$ cat config.mk
export PLATFORM = sky130hd
export DESIGN_NAME = lenet_stage_scheduler
export DESIGN_NICKNAME = d
export VERILOG_FILES = /design/src/rtl/lenet_sched_pkg.sv /design/src/rtl/lenet_stage_slot.sv /design/src/rtl/lenet_stage_scheduler.sv
export SDC_FILE = /design/constraint.sdc
export NUM_CORES = 1
export LEC_CHECK = 0
export BUFFER_PORTS_ARGS = -buffer_cell sky130_fd_sc_hd__buf_2
export CAP_MARGIN = 20
export CORE_MARGIN = 2
export CORE_UTILIZATION = 54
export CTS_CLUSTER_SIZE = 16
export DETAILED_ROUTE_END_ITERATION = 16
export PLACE_DENSITY = 0.78
export SLEW_MARGIN = 20
export SYNTH_ARGS = -nofsm -noshare
export SYNTH_HDL_FRONTEND = slang
export SYNTH_SLANG_ARGS = --single-unit
$ cat constraint.sdc
create_clock -name clk -period 2 [get_ports clk]
set_input_delay 0.3 -clock clk [delete_from_list [all_inputs] [get_ports clk]]
set_output_delay 0.3 -clock clk [all_outputs]
set_load 0.02 [all_outputs]
$ cat src/rtl/lenet_sched_pkg.sv
// Shared types and sizes for the LeNet stage scheduler; no logic of its own.
// Stage indices name the four pipeline registers from image buffer to class-vector output.
package lenet_sched_pkg;

  typedef enum logic [1:0] {ST_IMG, ST_C2, ST_C3, ST_OUT} stage_e;

  localparam int NUM_STAGES  = 4;
  localparam int FRAME_CNT_W = 16;

endpackage

$ cat src/rtl/lenet_stage_slot.sv
// One pipeline stage: occupancy bit plus settle counter, settled SETTLE_CYCLES cycles after load.
// A load restarts the counter even when the stage is being drained in the same cycle.
module lenet_stage_slot #(
  parameter int SETTLE_CYCLES = 4,
  parameter int CNT_W         = $clog2(SETTLE_CYCLES + 2)
) (
  input  logic clk,
  input  logic reset,
  input  logic i_load,
  input  logic i_adv,
  output logic o_occ,
  output logic o_settled
);

  localparam logic [CNT_W-1:0] SAT = CNT_W'(SETTLE_CYCLES);

  logic             r_occ;
  logic [CNT_W-1:0] r_cnt;

  always_ff @(posedge clk) begin
    if (reset) begin
      r_occ <= 1'b0;
      r_cnt <= '0;
    end else if (i_load) begin
      r_occ <= 1'b1;
      r_cnt <= '0;
    end else begin
      if (i_adv) begin
        r_occ <= 1'b0;
      end
      // Saturate so a stalled, settled stage stays settled.
      if (r_occ && (r_cnt != SAT)) begin
        r_cnt <= r_cnt + CNT_W'(1);
      end
    end
  end

  assign o_occ     = r_occ;
  assign o_settled = r_occ && (r_cnt == SAT);

endmodule

$ cat src/rtl/lenet_stage_scheduler.sv
// Load-strobe scheduler for the 4 LeNet stage registers; input-to-out_valid latency 4+3*SETTLE_CYCLES.
// out_ready low stalls stage by stage; in_ready drops only when the image stage is full and not advancing.
module lenet_stage_scheduler
  import lenet_sched_pkg::*;
#(
  parameter int SETTLE_CYCLES = 4,
  parameter int CNT_W         = $clog2(SETTLE_CYCLES + 2)
) (
  input  logic                   clk,
  input  logic                   reset,
  input  logic                   in_valid,
  output logic                   in_ready,
  output logic                   ld_image,
  output logic                   ld_stage2,
  output logic                   ld_stage3,
  output logic                   ld_output,
  output logic                   out_valid,
  input  logic                   out_ready,
  output logic                   busy,
  output logic [FRAME_CNT_W-1:0] frame_count
);

  logic [NUM_STAGES-1:0]  w_occ;
  logic [NUM_STAGES-2:0]  w_settled;
  logic [NUM_STAGES-1:0]  w_adv;
  logic [NUM_STAGES-1:0]  w_load;
  logic                   w_adv_img;
  logic                   w_adv_c2;
  logic                   w_adv_c3;
  logic                   w_adv_out;
  logic                   w_in_ready;
  logic                   w_ld_image;
  logic                   r_occ_out;
  logic [FRAME_CNT_W-1:0] r_frame_cnt;

  // Advance chain resolves from the output back, so a whole stalled pipe can shift in one cycle.
  assign w_adv_out  = r_occ_out && out_ready;
  assign w_adv_c3   = w_settled[ST_C3]  && (!r_occ_out       || w_adv_out);
  assign w_adv_c2   = w_settled[ST_C2]  && (!w_occ[ST_C3]    || w_adv_c3);
  assign w_adv_img  = w_settled[ST_IMG] && (!w_occ[ST_C2]    || w_adv_c2);

  assign w_in_ready = !w_occ[ST_IMG] || w_adv_img;
  assign w_ld_image = in_valid && w_in_ready;

  assign w_adv  = {w_adv_out, w_adv_c3, w_adv_c2, w_adv_img};
  assign w_load = {w_adv_c3, w_adv_c2, w_adv_img, w_ld_image};

  for (genvar k = 0; k < NUM_STAGES - 1; k++) begin : g_slot
    lenet_stage_slot #(
      .SETTLE_CYCLES (SETTLE_CYCLES),
      .CNT_W         (CNT_W)
    ) u_slot (
      .clk       (clk),
      .reset     (reset),
      .i_load    (w_load[k]),
      .i_adv     (w_adv[k]),
      .o_occ     (w_occ[k]),
      .o_settled (w_settled[k])
    );
  end

  assign w_occ[ST_OUT] = r_occ_out;

  always_ff @(posedge clk) begin
    if (reset) begin
      r_occ_out   <= 1'b0;
      r_frame_cnt <= '0;
    end else begin
      if (w_load[ST_OUT]) begin
        r_occ_out <= 1'b1;
      end else if (w_adv[ST_OUT]) begin
        r_occ_out <= 1'b0;
      end
      if (w_adv[ST_OUT]) begin
        r_frame_cnt <= r_frame_cnt + FRAME_CNT_W'(1);
      end
    end
  end

  assign in_ready    = w_in_ready;
  assign ld_image    = w_ld_image;
  assign ld_stage2   = w_adv_img;
  assign ld_stage3   = w_adv_c2;
  assign ld_output   = w_adv_c3;
  assign out_valid   = r_occ_out;
  assign busy        = |w_occ;
  assign frame_count = r_frame_cnt;

endmodule

==> impl_metrics.env, run 1 <==
export IMPL_status="finished, final reports clean"
export IMPL_skew_ns=0.0122
export IMPL_initial_core_util=0.577
export IMPL_power_density_mw_per_mm2=574
export IMPL_finalSetupViolations=0
export IMPL_fp_dieH_um=55.7
export IMPL_worst_path_max_fanout=5
export IMPL_crit_path_start_kind="register"
export IMPL_hold_path_class="input port to register"
export IMPL_grt_pass1_vias=1199
export IMPL_initialDrtViolationCount=36
export IMPL_rrSetupSlack_ns=0.43
export IMPL_cts_buffer_depth=2
export IMPL_hold_buffers=0
export IMPL_synth_seq_cells=29
export IMPL_power_total_uw=982
export IMPL_clk_latency_ns=0.34
export IMPL_r2r_end="g_slot[0].u_slot.r_cnt[2]$_SDFFE_PP0P_"
export IMPL_clock_sinks=29
export IMPL_antennaDiodeCount=0
export IMPL_final_antenna_net_count=0
export IMPL_cts_tree="yes"
export IMPL_synthTopCellsByArea="dfxtp_1 40%, ha_1 6.1%, a21oi_1 5.2%"
export IMPL_grt_max_degree=30
export IMPL_coreArea_mm2=0.00250
export IMPL_cpPeakStageDelay_ns=0.34
export IMPL_crit_family="compound AO/OA/AOI/OAI gates"
export IMPL_area_growth_pct=18.7
export IMPL_track_usage=0.207
export IMPL_cp_slowest_cell="dfxtp_2"
export IMPL_yosysTopAreaCellShare=0.403
export IMPL_htree_levels=2
export IMPL_viasPerCell=5.76
export IMPL_fin_nets=206
export IMPL_rsz0062_at_grt="yes"
export IMPL_die_w_um=55.7
export IMPL_synth_cells=162
export IMPL_yosysTopAreaCell="dfxtp_1"
export IMPL_synth_avg_cell_area_um2=8.90
export IMPL_drv_slew=0
export IMPL_clkTransAtPathRegs_ns=0.10
export IMPL_timing_slew_headroom=0.652
export IMPL_setup_ws_ns=0.0416
export IMPL_power_leakage_nw=0.657
export IMPL_drive_above_1_share=0.286
export IMPL_path_cells="inv_1 -> ha_4 -> a31oi_4 -> o31ai_4 -> and2_1 -> buf_4"
export IMPL_place_ws_ns=0.191
export IMPL_worstRegToRegCells=6
export IMPL_rr_startpoint="g_slot[1].u_slot.r_cnt[0]$_SDFFE_PP0P_"
export IMPL_clock_root_buffer="clkbuf_4"
export IMPL_drc=0
export IMPL_finalCritPeriodShare=0.979
export IMPL_overflow=0
export IMPL_antenna_found_initial=0
export IMPL_ir_worst_vdd_mv=0.419
export IMPL_synth_area_mm2=0.00144
export IMPL_dp_cells=216
export IMPL_required_ns=1.70
export IMPL_utilization=0.684
export IMPL_crit_path_end_kind="primary output"
export IMPL_synth_fp_nets=173
export IMPL_synth_warnings=0
export IMPL_maxCapViolations=0
export IMPL_pin_count=27
export IMPL_final_cells=226
export IMPL_critPathKind="register to primary output"
export IMPL_wl_um=3080
export IMPL_crit_cells=6
export IMPL_endpoint="ld_image"
export IMPL_row_count=18
export IMPL_min_period_ns=1.96
export IMPL_port_buffers=26
export IMPL_finalHoldViolations=0
export IMPL_firstDrtPassIters=4
export IMPL_grt_pass1_wl_um=5060
export IMPL_cp_num_buf_inv=2
export IMPL_cts_buffers=5
export IMPL_dieArea_mm2=0.00310
export IMPL_clock_fmax_ghz=0.511
export IMPL_synth_cell_type_count=35
export IMPL_yosysSeqAreaShare=0.403
export IMPL_num_vias=1302
export IMPL_tns_ns=0
export IMPL_place_hpwl_um=2180
export IMPL_cp_data_arrival_time_ns=1.66
export IMPL_place_gp_congestion=0.737
export IMPL_tightest_slew_ns=0.522
export IMPL_cp_startpoint="g_slot[2].u_slot.r_cnt[1]$_SDFFE_PP0P_"
export IMPL_wl_per_cell_um=13.6
per-layer routing:
metal / part of all wire / up-vias / track usage
li1: - / 646 / -
met1: 0.46 / 618 / 0.239
met2: 0.48 / 31 / 0.335
met3: 0.054 / 7 / 0.0558
met4: 0.015 / 0 / 0.132
met5: 0 / - / 0
repair_timing:
action / in CTS / in global routing
resized for setup: 3 / 9
buffers inserted: 1 / 1
pin swaps: 1 / 3
setup endpoints to repair: 3 / 4
gates cloned: 0 / 0
hold endpoints to repair: 0 / 0
worst min path at each step:
stage / slack [ns] / from / to / depth (start not counted)
final: 0.22 / in_valid / g_slot[0].u_slot.r_cnt[0]$_SDFFE_PP0P_ / 2
after global routing: 0.23 / in_valid / g_slot[0].u_slot.r_cnt[2]$_SDFFE_PP0P_ / 2
after CTS: 0.21 / in_valid / g_slot[0].u_slot.r_cnt[2]$_SDFFE_PP0P_ / 2
after detailed placement: 0.49 / g_slot[0].u_slot.r_cnt[1]$_SDFFE_PP0P_ / g_slot[0].u_slot.r_cnt[1]$_SDFFE_PP0P_ / 2
after global placement: 0.48 / frame_count[1]$_SDFFE_PP0P_ / frame_count[1]$_SDFFE_PP0P_ / 2
after floorplan: 0.39 / in_valid / g_slot[0].u_slot.r_cnt[2]$_SDFFE_PP0P_ / 1
power breakdown:
group	switching (mW)	total [mW]	internal [mW]	leakage [nW]
Sequential	0.00618	0.587	0.580	0.236
Clock	0.213	0.347	0.134	0.0320
Combinational	0.0307	0.0487	0.0180	0.390
Total	0.250	0.982	0.732	0.657
cell type report:
| type | count | area (µm²) |
|---|---|---|
| Clock buffer | 6 | 41.3 |
| Clock inverter | 2 | 10.0 |
| Fill cell | 208 | 790 |
| Inverter | 11 | 41.3 |
| Multi-Input combinational cell | 119 | 837 |
| Sequential cell | 29 | 584 |
| Tap cell | 30 | 37.5 |
| Timing Repair Buffer | 29 | 159 |
registers in the layout, indices dropped and copies added (netlist names):
signal / flops
frame_count: 16
g_slot.u_slot.r_cnt: 9
g_slot.u_slot.o_occ: 3
out_valid: 1
placed cells by master, fill, tap and decap left out, drive strengths merged:
cell	count
o31ai	2
a31oi	2
or4	2
a221oi	1
nand2b	1
a31o	2
a21oi	15
nand3	10
a21boi	1
and2	1
o21ai	3
nor4	4
mux2i	1
nand2	13
and4	2
nor2	15
and4b	2
clkbuf	6
dfxtp	29
xor2	5
xnor2	8
nor3	8
buf	29
inv	11
nor2b	2
o311ai	1
ha	7
clkinv	2
or3	1
nand4	7
a2111oi	2
or2	1
cell families (layout without fill, tap and decap cells):
kind of cell / after synthesis / in the layout / share of synthesized area
AO/OA/AOI/OAI: 29 / 29 / 0.155
XOR/XNOR: 13 / 13 / 0.0790
adder cells (fa/ha/maj): 7 / 7 / 0.0608
buffers and inverters: 14 / 48 / 0.0365
flip-flops: 29 / 29 / 0.403
multiplexers: 1 / 1 / 0.00694
AND/OR/NAND/NOR: 69 / 69 / 0.260
Yosys cell counts:
| library cell | count |
|---|---|
| nand3_1 | 8 |
| ha_1 | 7 |
| a31oi_4 | 1 |
| nand2b_2 | 1 |
| dfxtp_1 | 29 |
| inv_1 | 11 |
| nor4_1 | 4 |
| a2111oi_2 | 2 |
| o21ai_0 | 3 |
| or2_0 | 1 |
| nor2b_1 | 2 |
| nand3_2 | 2 |
| a31oi_1 | 1 |
| a21boi_2 | 1 |
| xnor2_1 | 8 |
| a21oi_1 | 15 |
| o311ai_0 | 1 |
| nor2_1 | 15 |
| o31ai_1 | 1 |
| a31o_2 | 2 |
| and2_1 | 1 |
| or3_1 | 1 |
| o31ai_4 | 1 |
| nand2_1 | 13 |
| nand4_1 | 7 |
| and4_1 | 1 |
| clkbuf_1 | 3 |
| or4_1 | 2 |
| xor2_1 | 5 |
| and4_4 | 1 |
| nor3_2 | 1 |
| nor3_1 | 7 |
| mux2i_1 | 1 |
| a221oi_1 | 1 |
| and4b_1 | 2 |
per-stage QoR:
stage               instance area (µm²)  hold WS (ns)
global placement                   1610         0.476
global route                       1710         0.231
CTS                                1670         0.208
floorplan                          1440         0.394
detailed placement                 1610         0.491
finish                             1710         0.225
(Power assumes the default switching activity.)
==> run 2, diff against run 1 <==
Settings changed: CORE_UTILIZATION 54 to 36, PLACE_DENSITY 0.78 to 0.57.
==> run 2 against run 1 <==
Compared with the run above: cell area increased by 1.4%; worst hold slack improved by 0.064 ns; die area increased by 46%; wire length decreased by 1.8%; clock power increased by 31%; sequential power about the same; worst setup slack improved by 0.061 ns; global-route usage decreased by 5.3 points; clock skew decreased by 0.0068 ns.
==> impl_metrics.env, run 2 (synthesis gave the netlist of run 1 again) <==
export IMPL_clk_latency_ns=0.28
export IMPL_track_usage=0.154
export IMPL_cp_slowest_cell="dfxtp_1"
export IMPL_power_switching_uw=244
export IMPL_fillerInstances=384
export IMPL_rr_startpoint="g_slot[1].u_slot.r_cnt[0]$_SDFFE_PP0P_"
export IMPL_initial_core_util=0.385
export IMPL_area_growth_pct=20.3
export IMPL_final_antenna_net_count=0
export IMPL_grt_max_degree=30
export IMPL_required_ns=1.70
export IMPL_drc=0
export IMPL_combPwrFrac=0.045
export IMPL_dieArea_mm2=0.00453
export IMPL_overflow=0
export IMPL_htree_levels=2
export IMPL_grt_pass1_wl_um=5200
export IMPL_antennaDiodeCount=0
export IMPL_viasPerCell=5.18
export IMPL_crit_path_start_kind="register"
export IMPL_worst_path_max_fanout=5
export IMPL_drv_slew=0
export IMPL_maxCapViolations=0
export IMPL_firstDrtPassIters=4
export IMPL_hold_path_class="input port to register"
export IMPL_grt_pass1_vias=1200
export IMPL_fin_nets=205
export IMPL_clock_root_buffer="clkbuf_8"
export IMPL_power_density_mw_per_mm2=628
export IMPL_final_cell_mix="28 x dfxtp_1, 25 x buf_2, 15 x nor2_1, 15 x a21oi_1, 13 x nand2_1"
export IMPL_status="finished, final reports clean"
export IMPL_ir_worst_vdd_mv=0.478
export IMPL_antenna_found_initial=0
export IMPL_finalCritPeriodShare=0.949
export IMPL_port_buffers=26
export IMPL_clockPowerShare=0.416
export IMPL_cts_buffer_depth=2
export IMPL_sequentialPowerShare=0.539
export IMPL_place_hpwl_um=2200
export IMPL_clkTransAtPathRegs_ns=0.06
export IMPL_crit_path_end_kind="primary output"
export IMPL_finalSetupViolations=0
export IMPL_drive_above_1_share=0.251
export IMPL_cts_buffers=5
export IMPL_cp_data_arrival_time_ns=1.60
export IMPL_initialDrtViolationCount=61
export IMPL_row_count=22
export IMPL_rsz0062_at_grt="no"
export IMPL_final_common_cell="dfxtp_1"
export IMPL_cp_startpoint="g_slot[2].u_slot.r_cnt[1]$_SDFFE_PP0P_"
export IMPL_num_vias=1259
export IMPL_critPathKind="register to primary output"
export IMPL_hp_start="in_valid"
export IMPL_cp_num_buf_inv=2
export IMPL_crit_family="compound AO/OA/AOI/OAI gates"
export IMPL_timing_slew_headroom=0.636
export IMPL_tightest_slew_ns=0.547
export IMPL_cts_tree="yes"
export IMPL_dp_cells=234
export IMPL_tns_ns=0
export IMPL_power_leakage_nw=0.663
export IMPL_wl_um=3020
export IMPL_clock_fmax_ghz=0.527
export IMPL_fp_dieH_um=67.3
export IMPL_path_cells="inv_1 -> ha_4 -> a31oi_4 -> o31ai_4 -> and2_1 -> buf_4"
export IMPL_cpPeakStageDelay_ns=0.32
export IMPL_finalHoldViolations=0
export IMPL_skew_ns=0.00546
export IMPL_largest_register_ffs=16
export IMPL_power_internal_uw=846
export IMPL_die_w_um=67.3
export IMPL_hold_buffers=0
export IMPL_coreArea_mm2=0.00374
export IMPL_place_gp_congestion=0.784
export IMPL_wl_per_cell_um=12.4
export IMPL_pin_count=27
export IMPL_clock_sinks=29
export IMPL_final_cells=243
export IMPL_swShare=0.224
export IMPL_min_period_ns=1.90
run 2: cell count changes in the layout (fill, tap and decap cells not counted), moves of 2 or more:
cell and delta:
clkinv_2 -2, clkbuf_4 -5, clkbuf_8 +5, clkbuf_1 +2, dfxtp_1 +2, dfxtp_2 -2
run 2: power by group through the flow:
stage	Clock, mW	Combinational (mW)	Sequential (mW)
detailed placement	0	0.0457	0.600
floorplan	0	0.0308	0.598
finish	0.454	0.0488	0.587
global placement	0	0.0449	0.600
CTS	0.472	0.0478	0.587
global route	0.506	0.0541	0.587
run 2: area by class of cell:
cell class                 count  area, µm²  area share
multi-input combinational    119        823       0.475
clock buffer                   8       80.1      0.0462
tap                           48       60.1      0.0346
timing repair buffer          28        148      0.0851
sequential                    29        582       0.335
inverter                      11       41.3      0.0238
run 2: repair_timing:
item                       CTS  global route
resized for setup            1             5
buffers inserted             1             0
pin swaps                    1             1
setup endpoints to repair    1             1
run 2: layer usage:
metal / up-vias / wire (µm) / track usage
met5: - / 0 / 0
met4: 0 / 61 / 0.0791
met3: 7 / 178 / 0.0450
met2: 27 / 1370 / 0.256
met1: 574 / 1410 / 0.179
li1: 651 / - / -
run 2: stage by stage:
step	worst slack [ns]	area [µm²]	util	power [mW]	hold slack [ns]
floorplan	0.212	1440	-	0.629	0.394
global route	0.0138	1730	0.463	1.15	0.295
global placement	0.260	1630	0.435	0.645	0.479
finish	0.102	1730	0.463	1.09	0.289
detailed placement	0.226	1630	0.435	0.645	0.494
CTS	0.0252	1720	0.459	1.11	0.283
run 2: final timing paths:
kind,to,slack (ns),depth (start not counted)
setup / recovery,ld_image,0.10,6
hold / removal,g_slot[0].u_slot.r_cnt[2]$_SDFFE_PP0P_,0.29,2
setup reg to reg,g_slot[0].u_slot.r_cnt[2]$_SDFFE_PP0P_,0.46,6
hold reg to reg,frame_count[1]$_SDFFE_PP0P_,0.50,2
